[src/rtl/paralelo_serial_pkg.sv]
// Shared constants for the paralelo_serial transmitter: comma byte, FSM encodings,
// default sync length and the comma-counter update rule.
package paralelo_serial_pkg;

    localparam logic [7:0] IDLE_BYTE_DEF  = 8'hBC;
    localparam int         SYNC_BYTES_DEF = 4;

    localparam logic [0:0] ST_SYNC = 1'b0;
    localparam logic [0:0] ST_RUN  = 1'b1;

    // Comma counter step: saturating increment on idle bytes, clear on anything else.
    function automatic logic [2:0] bc_count_next(
        input logic [2:0] cnt,
        input logic [7:0] loaded,
        input logic [7:0] idle
    );
        logic [2:0] nxt;
        if (loaded == idle) begin
            if (cnt == 3'd7) begin
                nxt = 3'd7;
            end else begin
                nxt = cnt + 3'd1;
            end
        end else begin
            nxt = 3'd0;
        end
        return nxt;
    endfunction

endpackage

[src/rtl/paralelo_serial_tx_shift_reg8.sv]
// 8-bit load/shift register with its bit counter; emits the serial bit MSB-first
// and flags the edge on which the next byte must be presented.
module tx_shift_reg8 (
    input  logic       clk,
    input  logic       reset_L,
    input  logic [7:0] load_data,
    output logic       load,
    output logic       data_out
);

    logic [7:0] shift_r;
    logic [2:0] bit_cnt_r;

    // Load a fresh byte when the counter sits at 7, otherwise shift left zero-filled.
    always_ff @(posedge clk) begin
        if (!reset_L) begin
            shift_r   <= 8'h00;
            bit_cnt_r <= 3'd7;
        end else if (bit_cnt_r == 3'd7) begin
            shift_r   <= load_data;
            bit_cnt_r <= 3'd0;
        end else begin
            shift_r   <= {shift_r[6:0], 1'b0};
            bit_cnt_r <= bit_cnt_r + 3'd1;
        end
    end

    assign load     = (bit_cnt_r == 3'd7);
    assign data_out = shift_r[7];

endmodule

[src/rtl/paralelo_serial.sv]
// Parallel-to-serial link transmitter: sends SYNC_BYTES comma bytes after reset,
// then data or comma per byte slot. Optional comma counter: PARALELO_SERIAL_BC_COUNT_EN.
module paralelo_serial
    import paralelo_serial_pkg::*;
#(
    parameter int         SYNC_BYTES = SYNC_BYTES_DEF,
    parameter logic [7:0] IDLE_BYTE  = IDLE_BYTE_DEF
) (
    input  logic       clk_32f,
    input  logic       reset_L,
    input  logic [7:0] data_in,
    input  logic       valid_in,
    output logic       ready,
    output logic       data_out,
    output logic       active
`ifdef PARALELO_SERIAL_BC_COUNT_EN
    ,
    output logic [2:0] BC_counter
`endif
);

    localparam logic [3:0] SYNC_LAST = 4'(SYNC_BYTES - 1);

    logic [0:0] state_r;
    logic [3:0] sync_cnt_r;
    logic       load_s;
    logic [7:0] byte_sel_s;

    // Byte chosen for the next slot; data only once the link is running.
    always_comb begin
        byte_sel_s = IDLE_BYTE;
        if ((state_r == ST_RUN) && valid_in) begin
            byte_sel_s = data_in;
        end else begin
            byte_sel_s = IDLE_BYTE;
        end
    end

    // Sync-phase FSM: count comma bytes, enter RUN on the last one; RUN holds until reset.
    always_ff @(posedge clk_32f) begin
        if (!reset_L) begin
            state_r    <= ST_SYNC;
            sync_cnt_r <= 4'd0;
        end else if (load_s && (state_r == ST_SYNC)) begin
            sync_cnt_r <= sync_cnt_r + 4'd1;
            if (sync_cnt_r == SYNC_LAST) begin
                state_r <= ST_RUN;
            end
        end
    end

    tx_shift_reg8 u_shift (
        .clk       (clk_32f),
        .reset_L   (reset_L),
        .load_data (byte_sel_s),
        .load      (load_s),
        .data_out  (data_out)
    );

    assign active = (state_r == ST_RUN);
    assign ready  = (state_r == ST_RUN) && load_s;

`ifdef PARALELO_SERIAL_BC_COUNT_EN
    // Mirror of the receiver's comma counter, updated per loaded byte.
    always_ff @(posedge clk_32f) begin
        if (!reset_L) begin
            BC_counter <= 3'd0;
        end else if (load_s) begin
            BC_counter <= bc_count_next(BC_counter, byte_sel_s, IDLE_BYTE);
        end
    end
`endif

endmodule
[config.mk]
export PLATFORM = sky130hd
export DESIGN_NAME = paralelo_serial
export DESIGN_NICKNAME = d
export VERILOG_FILES = /design/src/rtl/paralelo_serial_pkg.sv /design/src/rtl/paralelo_serial_tx_shift_reg8.sv /design/src/rtl/paralelo_serial.sv
export SDC_FILE = /design/constraint.sdc
export NUM_CORES = 1
export LEC_CHECK = 0
export BUFFER_PORTS_ARGS = -buffer_cell sky130_fd_sc_hd__buf_4
export CAP_MARGIN = 10
export CELL_PAD_IN_SITES_DETAIL_PLACEMENT = 1
export CELL_PAD_IN_SITES_GLOBAL_PLACEMENT = 1
export CORE_MARGIN = 3
export CORE_UTILIZATION = 37
export DETAILED_ROUTE_END_ITERATION = 7
export PLACE_DENSITY_LB_ADDON = 0.1
export SETUP_SLACK_MARGIN = 0.5
export SYNTH_ARGS = -nofsm -noshare
export SYNTH_HDL_FRONTEND = slang
export SYNTH_SLANG_ARGS = --single-unit
[constraint.sdc]
create_clock -name clk_32f -period 1.9 [get_ports clk_32f]
set_clock_uncertainty 0.2 [all_clocks]
set_input_delay 0 -clock clk_32f [delete_from_list [all_inputs] [get_ports clk_32f]]
set_output_delay 0 -clock clk_32f [all_outputs]
set_load 0.02 [all_outputs]
==> results by group, run 1 <==
Detailed routing
  • WL final: 1338 um
  • Number of remaining DRC errors: 0
  • Antenna Nets Post-Route: 0
  • Initial DRC count: 2
  • 1st-pass router iterations: 2
  • Via count: roughly 530
  • Vias/cell: 4.972
  • WL/cell: 12.50 um

CTS
  • CTS Buf Count: 3
  • Clk slew on worst S/H paths: 80 ps
  • Clock latency on the worst-skew pair: between 200 and 300 ps
  • Clock Path Buffers: 2
  • Clock Tree Root: clkbuf_4
  • CTS tree: done
  • Clock sinks: 16
  • H-tree depth: 1

Floorplan
  • IO Pins: 14
  • Core box area: about 1600 um^2
  • Number of cell rows: 14
  • Die area: 2224 um^2
  • Initial Util: about two fifths
  • Die Width: around 47 um
  • Die H: 47.16 um

Setup path
  • CP required: 1870 ps
  • CP arrival: approximately 1400 ps
  • Worst setup path category: reg -> reg
  • Critical Path Start Type: flop
  • Maximum fanout along the worst path: 4
  • CP endpoint kind: flop

Timing
  • Worst-Margin Slew: 300.8 ps
  • RSZ-0062 raised after global routing: true
  • Fmax achieved: 0.6920 GHz
  • Post-route minimum period: 1445 ps
  • Final hold vios: 0
  • Slew margin rel.: 79.90%
  • Setup total negative slack: 0 ps
  • Worst hold slack: 255.2 ps
  • Slew Limit Fails: 0
  • Period Utilization, post-route: around three quarters
  • Final setup viols: 0

Power and ir drop
  • Internal power: 0.5700 mW
  • Power Total: 0.7851 mW
  • Leak Pwr: 0.3788 nW
  • Flop pwr share: 52.8%
  • Psw: 0.2150 mW
  • PwrDens: 882.5 nW/um^2
  • Clock share of power: 21.3%
  • Net switching fraction of the power: ~27%
  • Combinational Power Share: 26.0%
  • Peak VDD IR: 542.7 uV

Logic synthesis
  • Largest area contributor in the netlist: dfxtp_1
  • Synth Cell Area: 626.9 um^2
  • Syn Inst Count: 67
  • Mean Syn Cell Area: 9.356 um^2
  • Syn. warnings: 0
  • Syn nets: 81
  • Seq cells post-synth: 16
  • Area contributors post-synth: dfxtp_1 51%, ha_1 6.0%, o21ai_0 5.6%
  • Share of the synthesized area in the top cell type: 51.10%
  • Synth cell types: 24
  • Post-synthesis sequential area ratio: between 50% and 60%

Placed design
  • Placer Congestion: between 0.6 and 0.7
  • DP Area: 752.0 um^2
  • PortBufs: 13
  • Hpwl dp: 831.8 um

Cells and area
  • Final Instance Area: 889.6 um^2
  • Final Net Count: between 100 and 150
  • Antenna diode count: 0
  • Fin util: 57.06%
  • Layout cell share with drive strength beyond 1: a little over a quarter
  • Syn-to-layout area delta: 41.92%

GRT
  • Number of global-route vias before repair: 508
  • Initial antenna violation count: 0
  • Largest net degree at the start of global routing: 18
  • Total gr overflow: 0
  • Total GRT Usage: between 10% and 20%
  • Global-route wire length before repair: between 2000 and 2500 um

Job
  • Max-cap violations: 0

Worst hold path
  • Hold Path Class: reg -> reg

Run status
  • Status: finished, final reports clean
[synthesized netlist by cell type]
library cell	count
nand3_1	1
nand2_1	4
nor2_1	6
o22ai_1	2
a21oi_1	5
mux2i_1	2
and2_1	4
o21ai_0	7
clkbuf_1	1
dfxtp_1	16
nand4_1	1
buf_6	1
ha_1	3
xor2_1	1
nor2b_1	1
buf_2	1
nand2b_1	3
o21a_1	1
or3_1	1
nor3_1	1
and2b_2	1
inv_1	2
a21boi_1	1
nand2_2	1
[final timing paths]
check | from | endpoint | slack, ps | cells past startpoint
min reg2reg | u_shift.bit_cnt_r[0] | u_shift.bit_cnt_r[0] | 260 | 1
max reg2reg | u_shift.bit_cnt_r[0] | sync_cnt_r[0] | 450 | 5
min | u_shift.bit_cnt_r[0] | u_shift.bit_cnt_r[0] | 260 | 1
max | u_shift.bit_cnt_r[0] | sync_cnt_r[0] | 450 | 5
[sequential cells by signal, summed over array words and instances (netlist names)]
register           count
u_shift.shift_r        8
u_shift.bit_cnt_r      3
sync_cnt_r             4
active                 1
[per-stage QoR]
stage | setup WS [ps] | std cells
6_report | 455.0 | 107
5_1_grt | 405.4 | 107
4_1_cts | 443.5 | 107
3_5_place_dp | 366.0 | 93
3_3_place_gp | 397.7 | 93
2_1_floorplan | 378.2 | 67
[cell families after synthesis]
| group | after synthesis | share of synthesized area (%) |
|---|---|---|
| xor+xnor | 1 | 1.397 |
| buf+inv | 5 | 4.390 |
| simple gates | 24 | 19.96 |
| flops | 16 | 51.10 |
| mux | 2 | 3.194 |
| fa+ha+maj | 3 | 5.989 |
| compound gates | 16 | 13.97 |
[repair_timing]
action | CTS | global route
endpoints found under the hold margin | 16 | 0
setup endpoints to repair | 5 | 11
pin swaps | 3 | 2
buffers inserted | 1 | 0
hold buffers | 10 | 0
gates resized for setup | 1 | 5
[layout make-up]
type,count,area (um^2)
repair buffers,24,209.0
flip-flops and latches,16,322.8
clock buffers,3,22.52
multi-input cells,46,307.8
inverters,2,7.507
fillers,187,669.4
well taps,16,20.02
[layout by cell type (no fill, tap or decap), drive strengths merged]
cell / count
mux2i: 2
xor2: 1
inv: 2
and2b: 1
or3: 1
nand3: 1
o22ai: 2
o21ai: 7
a21boi: 1
ha: 3
a21oi: 5
buf: 14
o21a: 1
nand4: 1
dlygate4sd3: 10
nor2: 6
nand2b: 3
dfxtp: 16
nand2: 5
clkbuf: 3
nor2b: 1
and2: 4
nor3: 1
[power groups by stage]
stage / Sequential [mW] / Combinational (mW) / Clock (mW)
finish: 0.414 / 0.204 / 0.167
global route: 0.419 / 0.236 / 0.195
CTS: 0.413 / 0.204 / 0.177
detailed placement: 0.420 / 0.184 / 0
global placement: 0.417 / 0.172 / 0
floorplan: 0.420 / 0.131 / 0
[layer usage]
| metal | routed length (um) | vias to the layer above | part of all wire [%] | track usage (%) |
|---|---|---|---|---|
| li1 | - | 275 | - | - |
| met1 | 611 | 244 | 46 | 17.23 |
| met2 | 664 | 11 | 50 | 23.04 |
| met3 | 51 | 2 | 3.8 | 4.598 |
| met4 | 10 | 0 | 0.75 | 4.972 |
| met5 | 0 | - | 0 | 0 |
[critical path, stage by stage, from the launching register on]
cell and delay [ps]:
dfxtp_2 340, ha_4 160, ha_4 160, and2b_2 220, xor2_1 140, and2_1 130
No activity file was read; power rests on OpenSTA's default activity.
==> run 2, diff against run 1 <==
--- a/config.mk
+++ b/config.mk
@@ -10,7 +10,7 @@
 export CELL_PAD_IN_SITES_DETAIL_PLACEMENT = 1
 export CELL_PAD_IN_SITES_GLOBAL_PLACEMENT = 1
 export CORE_MARGIN = 3
-export CORE_UTILIZATION = 37
+export CORE_UTILIZATION = 33
 export DETAILED_ROUTE_END_ITERATION = 7
 export PLACE_DENSITY_LB_ADDON = 0.1
 export SETUP_SLACK_MARGIN = 0.5
==> constraint.sdc (replaced) <==
create_clock -name clk_32f -period 1.2 [get_ports clk_32f]
set_clock_uncertainty 0.2 [all_clocks]
set_input_delay 0 -clock clk_32f [delete_from_list [all_inputs] [get_ports clk_32f]]
set_output_delay 0 -clock clk_32f [all_outputs]
set_load 0.02 [all_outputs]
==> results by group, run 2 (synthesized netlist as in run 1, its figures left out) <==
Run status
  • Status: finished, violations left
  • Violated checks: negative hold slack, negative setup slack

Placed design
  • PortBufs: 13
  • Hpwl dp: 908.6 um
  • Placer Congestion: 0.6069
  • Placed insts: approximately 110

Power and ir drop
  • Peak VDD IR: 598.8 uV
  • Net switching fraction of the power: 29.00%
  • Internal power: about 1.0 mW
  • Leak Pwr: 0.4362 nW
  • Psw: 0.4213 mW
  • Power Total: between 1 and 1.5 mW
  • Combinational Power Share: 35.7%
  • PwrDens: 1457 nW/um^2
  • Flop pwr share: 45.5%
  • Clock share of power: 18.8%

Setup path
  • RR Startpoint: u_shift.bit_cnt_r[1]
  • Maximum fanout along the worst path: 3
  • Worst path cell trace: ha_4 -> ha_4 -> buf_8 -> and2_4 -> buf_6
  • CP max stage cell: dfxtp_2
  • Most frequent CP cell: ha_4
  • Worst reg2reg path depth: 7
  • R2R Setup Slk: -300 ps
  • CP arrival: around 1300 ps
  • Crit path buffers/inverters: 2
  • Critical Path Start Type: flop
  • Crit-path leading delay family: flip-flops
  • Worst path max stage delay: 340 ps
  • Worst R2R End: u_shift.shift_r[6]
  • Worst setup path category: reg -> out
  • CP required: 1000 ps
  • CP endpoint kind: output port

Timing
  • Final setup margin: -306.4 ps
  • Slew Limit Fails: 0
  • RSZ-0062 raised after global routing: true
  • Period Utilization, post-route: 125.5%
  • Setup total negative slack: -3218 ps
  • Worst-Margin Slew: 308.2 ps
  • Slew margin rel.: 79.40%
  • Fmax achieved: between 0.6 and 0.7 GHz
  • Worst hold slack: -244.3 ps
  • Final setup viols: 16
  • Post-route minimum period: 1506 ps
  • Final hold vios: 16

Cells and area
  • Fin util: 56.52%
  • Final Net Count: ~110
  • Antenna diode count: 0
  • # fillers: 214
  • Register area: 325.3 um^2
  • Most flop-heavy register: u_shift.shift_r
  • Commonest non-fill, non-tap cell in the layout: buf_4
  • Biggest regs: u_shift.shift_r (8), sync_cnt_r (4), u_shift.bit_cnt_r (3)
  • Final cell count without fillers: between 100 and 150
  • Commonest cells after routing, fill and taps aside: 16 x buf_4, 12 x dfxtp_1, 6 x nor2_1, 6 x buf_6, 4 x dfxtp_2
  • Syn-to-layout area delta: 59.08%
  • Max reg flops: 8
  • Layout cell share with drive strength beyond 1: 52.75%
  • Multi-input gate area: 387.9 um^2

Floorplan
  • Die area: 2459 um^2
  • Initial Util: between 30% and 40%
  • Number of cell rows: 15
  • Core box area: roughly 1800 um^2
  • IO Pins: 14
  • Die Width: 49.59 um
  • Die H: ~50 um

Worst hold path
  • Hold_sp: data_in[0]
  • Hold Path Class: in -> reg
  • Worst Hold Depth: 3
  • Hold path endpoint: u_shift.shift_r[0]

Detailed routing
  • WL final: 1468 um
  • WL/cell: 12.66 um
  • 1st-pass router iterations: 4
  • Antenna Nets Post-Route: 0
  • Initial DRC count: 2
  • Number of remaining DRC errors: 0
  • Via count: 527
  • Vias/cell: 4.543

CTS
  • Clock Tree Root: clkbuf_4
  • CTS tree: done
  • Clock Path Buffers: 2
  • CTS Buf Count: 3
  • Clk slew on worst S/H paths: 90 ps
  • Clock latency on the worst-skew pair: roughly 280 ps
  • Clock sinks: 16
  • H-tree depth: 1

GRT
  • Number of global-route vias before repair: 539
  • Total GRT Usage: 13.38%
  • Largest net degree at the start of global routing: 18
  • Initial antenna violation count: 0
  • Total gr overflow: 0
  • Global-route wire length before repair: 2421 um

Job
  • Max-cap violations: 0
==> run 2: changes by cell type in the layout (fill, tap and decap cells not counted), moves of 3 or more <==
cell	before	now
dlygate4sd3_1	10	0
buf_4	13	16
o21ai_1	4	1
o21ai_4	0	3
buf_6	1	6
==> run 2: worst max-delay path by stage <==
stage                                    start       endpoint  slack, ps  cells after the start
final                     u_shift.bit_cnt_r[1]          ready       -310                      5
after detailed placement  u_shift.bit_cnt_r[0]  sync_cnt_r[0]       -240                      5
after floorplan           u_shift.bit_cnt_r[0]  sync_cnt_r[0]       -320                      6
after CTS                 u_shift.bit_cnt_r[0]          ready       -310                      5
after global routing      u_shift.bit_cnt_r[1]          ready       -350                      5
after global placement    u_shift.bit_cnt_r[0]  sync_cnt_r[0]       -220                      5
==> run 2: through the flow <==
step                      area (um^2)  hold slack (ps)  setup slack (ps)
after floorplan                 656.9           -127.0            -321.8
after global routing            997.2           -236.1            -350.4
after global placement          803.3            54.84            -218.8
after detailed placement        803.3            58.17            -239.6
final                           997.2           -244.3            -306.4
after CTS                       930.9           -238.5            -308.5
==> run 2: routing by layer <==
metal	wire, um	GRT usage, %
met1	688	15.90
met2	712	21.37
met3	46	4.230
met4	21	6.912
met5	0	0
==> run 2: power by group through the flow <==
stage,combinational (mW),sequential [mW],clock (mW)
final,0.518,0.661,0.274
after global routing,0.572,0.666,0.313
after CTS,0.439,0.656,0.286
after detailed placement,0.322,0.662,0
after global placement,0.311,0.656,0
after floorplan,0.210,0.665,0
==> run 2: layout make-up <==
cell class              instances  area share [%]
flip-flops and latches         16           32.62
multi-input cells              46           38.90
well taps                      25           3.137
clock buffers                   3           2.258
inverters                       2          0.7528
repair buffers                 24           22.33
==> run 2: repair_timing <==
action	in CTS	in global routing
resized for setup	20	13
hold endpoints to repair	16	16
setup buffers	5	1
pin swaps	5	6
endpoints found under the setup margin	19	19
==> run 2: tightest hold or removal path, cell delays in order <==
cell,delay [ps]
buf_4,110
nand3_2,60
nor2_1,30
